## src/rtl/op_sequencer_pkg.sv

```systemverilog
// Shared constants for the op_sequencer: opcode values, hold lengths and
// the sequencer state encoding. The CPU decoder imports the same values.
package op_sequencer_pkg;

  localparam logic [3:0] OP_NOP  = 4'h0;
  localparam logic [3:0] OP_PUSH = 4'h1;
  localparam logic [3:0] OP_POP  = 4'h2;
  localparam logic [3:0] OP_SAVE = 4'h3;
  localparam logic [3:0] OP_LOAD = 4'h4;
  localparam logic [3:0] OP_HALT = 4'hF;

  // Extra cycles an opcode is re-driven after its OP cycle.
  localparam logic [1:0] HOLD_SHORT = 2'd1;
  localparam logic [1:0] HOLD_LONG  = 2'd3;

  typedef enum logic [2:0] {
    S_IDLE,
    S_OP,
    S_ARG,
    S_HOLD,
    S_FIN
  } seq_state_t;

  // Number of HOLD cycles that follow the OP cycle of a non-PUSH, non-HALT opcode.
  function automatic logic [1:0] hold_cycles(input logic [3:0] op);
    logic [1:0] n;
    case (op)
      OP_SAVE, OP_LOAD: n = HOLD_LONG;
      OP_NOP, OP_POP:   n = HOLD_SHORT;
      default:          n = HOLD_SHORT;
    endcase
    return n;
  endfunction

endpackage

```

## src/rtl/op_sequencer_prog_store.sv

```systemverilog
// Program nibble store: synchronous write, combinational read, no reset so
// that the program survives a sequencer reset.
module op_sequencer_prog_store #(
  parameter int DEPTH = 16,
  parameter int AW    = $clog2(DEPTH)
) (
  input  logic          clk,
  input  logic          we,
  input  logic [AW-1:0] waddr,
  input  logic [3:0]    wdata,
  input  logic [AW-1:0] raddr,
  output logic [3:0]    rdata
);

  logic [3:0] mem [DEPTH];

  // Write one nibble per cycle when enabled.
  always_ff @(posedge clk) begin
    if (we) begin
      mem[waddr] <= wdata;
    end
  end

  assign rdata = mem[raddr];

endmodule

```

## src/rtl/op_sequencer.sv

```systemverilog
// Plays a stored nibble program into the stack CPU input pins, stretching
// each opcode to the number of cycles the CPU needs to execute it.
module op_sequencer
  import op_sequencer_pkg::*;
#(
  parameter int PROG_DEPTH = 16
) (
  input  logic                          clk,
  input  logic                          rst,
  input  logic                          load_en,
  input  logic [3:0]                    load_data,
  input  logic                          start,
  output logic [3:0]                    nibble_out,
  output logic                          nibble_valid,
  output logic                          busy,
  output logic                          done,
  output logic [$clog2(PROG_DEPTH)-1:0] pc
);

  localparam int AW = $clog2(PROG_DEPTH);

  seq_state_t    state_reg;
  logic [AW-1:0] wptr_reg;
  logic [1:0]    hold_cnt_reg;

  logic          store_we;
  logic [AW-1:0] rd_addr;
  logic [3:0]    rd_data;
  logic          last_addr;

  // Loads are only accepted while idle, and never while reset is asserted.
  assign store_we  = (state_reg == S_IDLE) && load_en && !rst;
  // Idle looks ahead at address 0; during playback at the following address.
  assign rd_addr   = (state_reg == S_IDLE) ? '0 : pc + 1'b1;
  assign last_addr = &pc;

  op_sequencer_prog_store #(
    .DEPTH (PROG_DEPTH),
    .AW    (AW)
  ) prog_store (
    .clk   (clk),
    .we    (store_we),
    .waddr (wptr_reg),
    .wdata (load_data),
    .raddr (rd_addr),
    .rdata (rd_data)
  );

  // Sequencer FSM; outputs are registered alongside the state they belong to.
  always_ff @(posedge clk) begin
    if (rst) begin
      state_reg    <= S_IDLE;
      wptr_reg     <= '0;
      hold_cnt_reg <= '0;
      pc           <= '0;
      nibble_out   <= 4'h0;
      nibble_valid <= 1'b0;
      busy         <= 1'b0;
      done         <= 1'b0;
    end else begin
      done <= 1'b0;
      case (state_reg)
        S_IDLE: begin
          if (load_en) begin
            wptr_reg <= wptr_reg + 1'b1;
          end else if (start) begin
            state_reg    <= S_OP;
            pc           <= '0;
            nibble_out   <= rd_data;
            nibble_valid <= 1'b1;
            busy         <= 1'b1;
          end
        end
        S_OP: begin
          if (nibble_out == OP_HALT) begin
            state_reg    <= S_FIN;
            nibble_out   <= 4'h0;
            nibble_valid <= 1'b0;
            busy         <= 1'b0;
            done         <= 1'b1;
          end else if (nibble_out == OP_PUSH) begin
            // A PUSH in the last slot has no stored operand; present zero.
            state_reg <= S_ARG;
            if (last_addr) begin
              nibble_out <= 4'h0;
            end else begin
              pc         <= pc + 1'b1;
              nibble_out <= rd_data;
            end
          end else begin
            state_reg    <= S_HOLD;
            hold_cnt_reg <= hold_cycles(nibble_out) - 2'd1;
          end
        end
        S_ARG, S_HOLD: begin
          if (state_reg == S_HOLD && hold_cnt_reg != 2'd0) begin
            hold_cnt_reg <= hold_cnt_reg - 2'd1;
          end else if (last_addr) begin
            state_reg    <= S_FIN;
            nibble_out   <= 4'h0;
            nibble_valid <= 1'b0;
            busy         <= 1'b0;
            done         <= 1'b1;
          end else begin
            state_reg  <= S_OP;
            pc         <= pc + 1'b1;
            nibble_out <= rd_data;
          end
        end
        S_FIN: begin
          state_reg <= S_IDLE;
        end
        default: begin
          state_reg <= S_IDLE;
        end
      endcase
    end
  end

endmodule
```

## config.mk

```make
export PLATFORM = sky130hd
export DESIGN_NAME = op_sequencer
export DESIGN_NICKNAME = d
export VERILOG_FILES = /design/src/rtl/op_sequencer_pkg.sv /design/src/rtl/op_sequencer_prog_store.sv /design/src/rtl/op_sequencer.sv
export SDC_FILE = /design/constraint.sdc
export NUM_CORES = 1
export LEC_CHECK = 0
export CAP_MARGIN = 20
export CORE_MARGIN = 2
export CORE_UTILIZATION = 45
export CTS_CLUSTER_SIZE = 24
export DETAILED_ROUTE_END_ITERATION = 12
export PLACE_DENSITY = 0.59
export SETUP_SLACK_MARGIN = 0.15
export SLEW_MARGIN = 25
export SYNTH_ARGS = -nofsm -noshare
export SYNTH_HDL_FRONTEND = slang
export SYNTH_HIERARCHICAL = 1
export SYNTH_SLANG_ARGS = --single-unit
export TNS_END_PERCENT = 50
```

## constraint.sdc

```tcl
create_clock -name clk -period 4.05 [get_ports clk]
set_input_delay 1.0125 -clock clk [delete_from_list [all_inputs] [get_ports clk]]
set_output_delay 1.0125 -clock clk [all_outputs]
set_load 0.005 [all_outputs]
```

==> results of run 1 <==
==> path summary, 6_finish.rpt <==
path	start	endpoint	slack (ps)	cells past startpoint
setup / recovery	load_en	prog_store/mem[0][3]$_DFFE_PP_	1100	5
setup reg to reg	state_reg[2]$_SDFFE_PP0P_	prog_store/mem[0][3]$_DFFE_PP_	1540	6
hold reg to reg	hold_cnt_reg[1]$_SDFFE_PP0P_	hold_cnt_reg[1]$_SDFFE_PP0P_	510	2
hold / removal	hold_cnt_reg[1]$_SDFFE_PP0P_	hold_cnt_reg[1]$_SDFFE_PP0P_	510	2
==> metal layers <==
| layer | vias to the layer above | GRT usage, % |
|---|---|---|
| li1 | 978 | - |
| met1 | 961 | 21.1 |
| met2 | 40 | 27.1 |
| met3 | 6 | 5.04 |
| met4 | 0 | 4.98 |
| met5 | - | 0 |
==> worst reg2reg max path: stages (launching register included) <==
cell	delay, ps
sky130_fd_sc_hd__dfxtp_1	370
sky130_fd_sc_hd__nor3_2	190
sky130_fd_sc_hd__buf_4	180
sky130_fd_sc_hd__nand2_1	130
sky130_fd_sc_hd__nor2_1	300
sky130_fd_sc_hd__or3b_2	540
sky130_fd_sc_hd__nor3_1	440
==> cells by family after synthesis <==
logic type	count (synthesis)
flops	83
xor+xnor	4
buf+inv	8
fa+ha+maj	2
mux	18
simple gates	90
compound gates	29
==> placed cells by master (no fill, tap or decap), types with 2 or more instances in the layout <==
master,instances
sky130_fd_sc_hd__ha_1,2
sky130_fd_sc_hd__clkbuf_8,9
sky130_fd_sc_hd__nor2_1,32
sky130_fd_sc_hd__nand3_1,14
sky130_fd_sc_hd__mux4_1,14
sky130_fd_sc_hd__o41ai_1,2
sky130_fd_sc_hd__a22oi_1,5
sky130_fd_sc_hd__xor2_1,3
sky130_fd_sc_hd__or3_1,2
sky130_fd_sc_hd__a22o_1,4
sky130_fd_sc_hd__a21oi_1,5
sky130_fd_sc_hd__o21ai_0,3
sky130_fd_sc_hd__or3b_2,2
sky130_fd_sc_hd__mux2i_1,2
sky130_fd_sc_hd__mux4_2,2
sky130_fd_sc_hd__nand2b_1,5
sky130_fd_sc_hd__nor3_1,9
sky130_fd_sc_hd__buf_4,4
sky130_fd_sc_hd__nand2_1,11
sky130_fd_sc_hd__clkdlybuf4s50_1,18
sky130_fd_sc_hd__dfxtp_1,19
sky130_fd_sc_hd__nor2b_1,5
sky130_fd_sc_hd__nand3b_1,2
sky130_fd_sc_hd__a21o_1,3
sky130_fd_sc_hd__edfxtp_1,64
sky130_fd_sc_hd__inv_6,4
==> cell type report <==
type                       instances  area share, %
sequential                        83           57.5
timing repair buffer              22           5.25
inverter                           1         0.0937
multi-input combinational        143           28.9
clock inverter                     7           2.03
clock buffer                       9           3.09
tap                              102           3.19
==> stage by stage <==
step	util [%]	worst slack, ps	power (W)	std cells	area, µm²
detailed placement	49.7	754	0.00113	351	3800
global placement	49.7	811	0.00113	351	3800
CTS	52.4	1140	0.00173	367	4010
global route	52.4	1030	0.00178	367	4010
finish	52.4	1100	0.00171	367	4010
floorplan	-	1250	0.00107	234	3520
==> power breakdown <==
group / switching (W) / internal (W)
combinational: 0.0000735 / 0.0000765
clock: 0.000308 / 0.000297
sequential: 0.0000226 / 0.000932
==> flow_summary.toml, run 1 <==
[status]
status = "finished clean"

[synthesis]
synth.mux.area_fraction_pct = 12.3
yosys-top-cells-area = "sky130_fd_sc_hd__edfxtp_1, sky130_fd_sc_hd__dfxtp_1, sky130_fd_sc_hd__mux4_1, sky130_fd_sc_hd__nor2_1, sky130_fd_sc_hd__nand3_1"
synth_simple_gate_area_share_pct = 12.9
synthArstFlopShare_pct = 0
synth_enable_flop_cells = 64
syn_area_um2 = 3520
synth-adder-area-share_pct = 0.711
netlist-cell-type-count = 44
post-synth-top-area-fraction_pct = 54.6
synth_most_common_cell = "sky130_fd_sc_hd__edfxtp_1"
ys_ff_latch = 83
syn-mean-instance-area_um2 = 15.0
synth_common_cells = "sky130_fd_sc_hd__edfxtp_1, sky130_fd_sc_hd__nor2_1, sky130_fd_sc_hd__dfxtp_1, sky130_fd_sc_hd__mux4_1, sky130_fd_sc_hd__nand3_1"
yosysSeqAreaShare_pct = 65.4
post_synth_inst_count = 234
synth_nets = 244
largest_family_of_logic_cells_by_synthesized_area = "simple AND/OR/NAND/NOR gates"
synth-compound-area-share_pct = 5.94
synth_area_in_xor_xnor_pct = 0.996
synth_warnings = 6
yosys_most_used_dff = "sky130_fd_sc_hd__edfxtp_1"
area_leader_netlist = "sky130_fd_sc_hd__edfxtp_1"

[timing]
maxClockFrequency_mhz = 339
finalHoldViolCount = 0
relSlewSlack_pct = 61.7
final_max_slew_viol_count = 0
final_min_period_over_clock_period_pct = 72.8
setup_repair_after_global_routing_missed_its_margin = "no"
post-route-min-period_ps = 2950
sum_of_negative_setup_slack_ps = 0
final-setup-viol-count = 0
max_slew.worst_pin.slew_ps = 560
hold_ws_ps = 512
clock-skew-final_ps = 10.2

[drt]
postRouteWirelength_mm = 6.33
drt_first_pass_iters = 4
drcViolationCount = 0
dr.max_layer_used = "met4"
drt.antenna.violating_nets = 0
routed-via-count = 1985
post_drt_via_cell_ratio = 5.41
drt_iter0_markers = 66
wl_met3_um = 251
wl_met2_mm = 3.15
met1_length_mm = 2.84
mean_routed_wirelength_per_cell_um = 17.3

[worst_hold_path]
holdCritPathClass = "register to register"

[worst_setup_path]
cp_cell_sequence = "clkdlybuf4s50_1 -> nand2_1 -> nor2_1 -> or3b_2 -> nor3_1"
crit_required_ps = 4040
timing.critical_path.slowest_cell_delay_ps = 540
crit_slowest_cell = "sky130_fd_sc_hd__or3b_2"
critical_path_launch_point_type = "input port"
worstPathMaxFanout = 5
cp-end-kind = "register"
path_delay_family = "simple AND/OR/NAND/NOR gates"
crit_arrival_ps = 2940
cp.buffers_inverters = 1
crit_type = "input port to register"

[place]
place_congestion = 0.766
detailedPlacementHpwl_mm = 4.43
number_of_i_o_port_buffers = 18

[final_layout]
antennaDiodeCount = 0
registers.top_by_ff_count = "prog_store/mem"
fill_cells = 660
area.growth.synth_to_final_pct = 13.9
ff_latch_area_um2 = 2300
post_route_cells_drive_above_1_share_pct = 10.6
finish.net_count = 270
largest_register_ff_count = 64
multi_input_area_um2 = 1160

[flow_run]
maxCapViolations = 0

[floorplan]
placementRows = 32
die_w_um = 92.4
design.die.area_um2 = 8540
die_y_um = 92.4
ioPinCount = 19
core_um2 = 7650
initial_cell_density_of_the_core_pct = 46.0

[clock_tree]
cts_resized = 0
post-cts-setup-buffer-count = 0
worstSkewPairLatency_ps = 350
clock-sinks = 83
tritoncts = "done"
cts_buffers = 9
clock_tree.root_cell = "sky130_fd_sc_hd__clkbuf_8"
ctsHtreeMaxLevel = 3
hold_buffers = 0
cts.reportedPaths.clkPinSlew_ps = 90
clk_path_buf_depth = 2

[global_route]
grt_overflow_total = 0
global_route_wire_length_before_repair_mm = 10.4
grt_max_degree = 19
grtUsageTotal_pct = 16.5
grt_antenna_before_repair = 0
grt_pass1_vias = 1974

[power]
static-leakage-power_nw = 1.30
power.density_cell_area_nw_per_um2 = 427
vdd_ir_drop_max_mv = 0.317
No activity file was read; power rests on OpenSTA's default activity.
==> run 2: changes to the inputs <==
==> constraint.sdc (replaced) <==
create_clock -name clk -period 2.9 [get_ports clk]
set_input_delay 0.725 -clock clk [delete_from_list [all_inputs] [get_ports clk]]
set_output_delay 0.725 -clock clk [all_outputs]
set_load 0.005 [all_outputs]
==> run 2 against run 1 <==
Effect of this change:
- sequential cell count stayed put
- combinational power rose by 45%
- cell count up 1.4%
- wire length rose by 1.8%
- non-clock buffer count up 6
- global-route usage is 0.32 points lower
- via count increased by 2.2%
- sequential power increased by 39%
- final area increased by 1.1%
- critical path depth increased by 1
- highest routed layer unchanged
==> flow_summary.toml, run 2 (synthesized netlist as in run 1, its figures left out) <==
[drt]
routed-via-count = 2028
post_drt_via_cell_ratio = 5.45
wl_met2_mm = 3.14
drcViolationCount = 0
drt_iter0_markers = 112
mean_routed_wirelength_per_cell_um = 17.3
drt_first_pass_iters = 4
postRouteWirelength_mm = 6.45
drt.antenna.violating_nets = 0
dr.max_layer_used = "met4"
met1_length_mm = 2.94
wl_met3_um = 179

[worst_setup_path]
critical_path_launch_point_type = "input port"
cp-end-kind = "register"
crit_arrival_ps = 2480
regToRegStartpoint = "state_reg[2]$_SDFFE_PP0P_"
crit_type = "input port to register"
crit_required_ps = 2960
worstPathMaxFanout = 5
worstSetupStartpoint = "load_en"

[timing]
setup_repair_after_global_routing_missed_its_margin = "no"
clock-skew-final_ps = 5.38
final_max_slew_viol_count = 0
final-setup-viol-count = 0
maxClockFrequency_mhz = 414
post-route-min-period_ps = 2420
relSlewSlack_pct = 59.4
sum_of_negative_setup_slack_ps = 0
setup_slack_ps = 483
final_min_period_over_clock_period_pct = 83.4
finalHoldViolCount = 0
max_slew.worst_pin.slew_ps = 593

[floorplan]
ioPinCount = 19
die_w_um = 92.4
core_um2 = 7650
initial_cell_density_of_the_core_pct = 46.0
design.die.area_um2 = 8540
placementRows = 32
die_y_um = 92.4

[final_layout]
finish.net_count = 276
post_route_cells_drive_above_1_share_pct = 11.9
final_common_cell = "sky130_fd_sc_hd__edfxtp_1"
multi_input_area_um2 = 1160
area.growth.synth_to_final_pct = 15.1
antennaDiodeCount = 0
largest_register_ff_count = 64
layout_common_cells = "sky130_fd_sc_hd__edfxtp_1, sky130_fd_sc_hd__nor2_1, sky130_fd_sc_hd__dfxtp_1, sky130_fd_sc_hd__clkdlybuf4s50_1"
fill_cells = 637
registers.top_by_ff_count = "prog_store/mem"
ff_latch_area_um2 = 2300

[flow_run]
maxCapViolations = 0

[power]
static-leakage-power_nw = 1.33
power.density_cell_area_nw_per_um2 = 594
vdd_ir_drop_max_mv = 0.321

[global_route]
grtUsageTotal_pct = 16.1
grt_overflow_total = 0
grt_antenna_before_repair = 0
grt_max_degree = 19
global_route_wire_length_before_repair_mm = 10.1
grt_pass1_vias = 1991

[clock_tree]
clk_path_buf_depth = 2
clock_tree.root_cell = "sky130_fd_sc_hd__clkbuf_8"
post-cts-setup-buffer-count = 0
cts_resized = 0
clock-sinks = 83
cts.reportedPaths.clkPinSlew_ps = 80
tritoncts = "done"
ctsHtreeMaxLevel = 3
hold_buffers = 0
worstSkewPairLatency_ps = 340
cts_buffers = 9

[place]
number_of_i_o_port_buffers = 18
detailedPlacementHpwl_mm = 4.51
place_congestion = 0.820
pre_cts_slack_ps = 155

[worst_hold_path]
holdCritPathClass = "register to register"
min_from = "pc[1]$_SDFFE_PP0P_"

[status]
status = "finished clean"
[run 2: critical path, cell delays in order]
cell and delay [ps]:
sky130_fd_sc_hd__clkdlybuf4s50_1 530, sky130_fd_sc_hd__nand2_1 150, sky130_fd_sc_hd__nor2_1 210, sky130_fd_sc_hd__or3b_2 530, sky130_fd_sc_hd__nor3_1 170, sky130_fd_sc_hd__buf_4 170
[run 2: final cells by class]
| cell class | count | share of cell area [%] |
|---|---|---|
| Clock buffer | 9 | 3.06 |
| Clock inverter | 6 | 2.01 |
| Inverter | 1 | 0.0926 |
| Multi-Input combinational cell | 143 | 28.6 |
| Sequential cell | 83 | 56.8 |
| Tap cell | 102 | 3.15 |
| Timing Repair Buffer | 28 | 6.30 |
[run 2: per-stage QoR]
stage / area (µm²) / power [W] / hold slack, ps / util [%] / instances
after global routing: 4050 / 0.00250 / 564 / 53.0 / 372
after floorplan: 3520 / 0.00150 / 481 / - / 234
after global placement: 3850 / 0.00158 / 505 / 50.3 / 357
after CTS: 4050 / 0.00243 / 524 / 53.0 / 372
after detailed placement: 3850 / 0.00158 / 513 / 50.3 / 357
final: 4050 / 0.00241 / 517 / 53.0 / 372
[run 2: path summary, 6_finish.rpt]
check | endpoint | slack [ps] | cells past startpoint
worst min register to register | pc[1]$_SDFFE_PP0P_ | 520 | 2
worst max-delay path | prog_store/mem[0][1]$_DFFE_PP_ | 480 | 6
worst max register to register | prog_store/mem[0][1]$_DFFE_PP_ | 600 | 6
worst min-delay path | pc[1]$_SDFFE_PP0P_ | 520 | 2
[run 2: report_power, final]
group | total, W | internal [W] | switching [W]
combinational | 0.000218 | 0.000110 | 0.000108
clock | 0.000858 | 0.000474 | 0.000384
sequential | 0.00133 | 0.00130 | 0.0000296
[run 2: per-layer routing]
layer	global-route usage (%)	up-vias
met2	27.0	31
met4	9.33	0
met1	19.5	994
met5	0	-
li1	-	989
met3	3.17	14
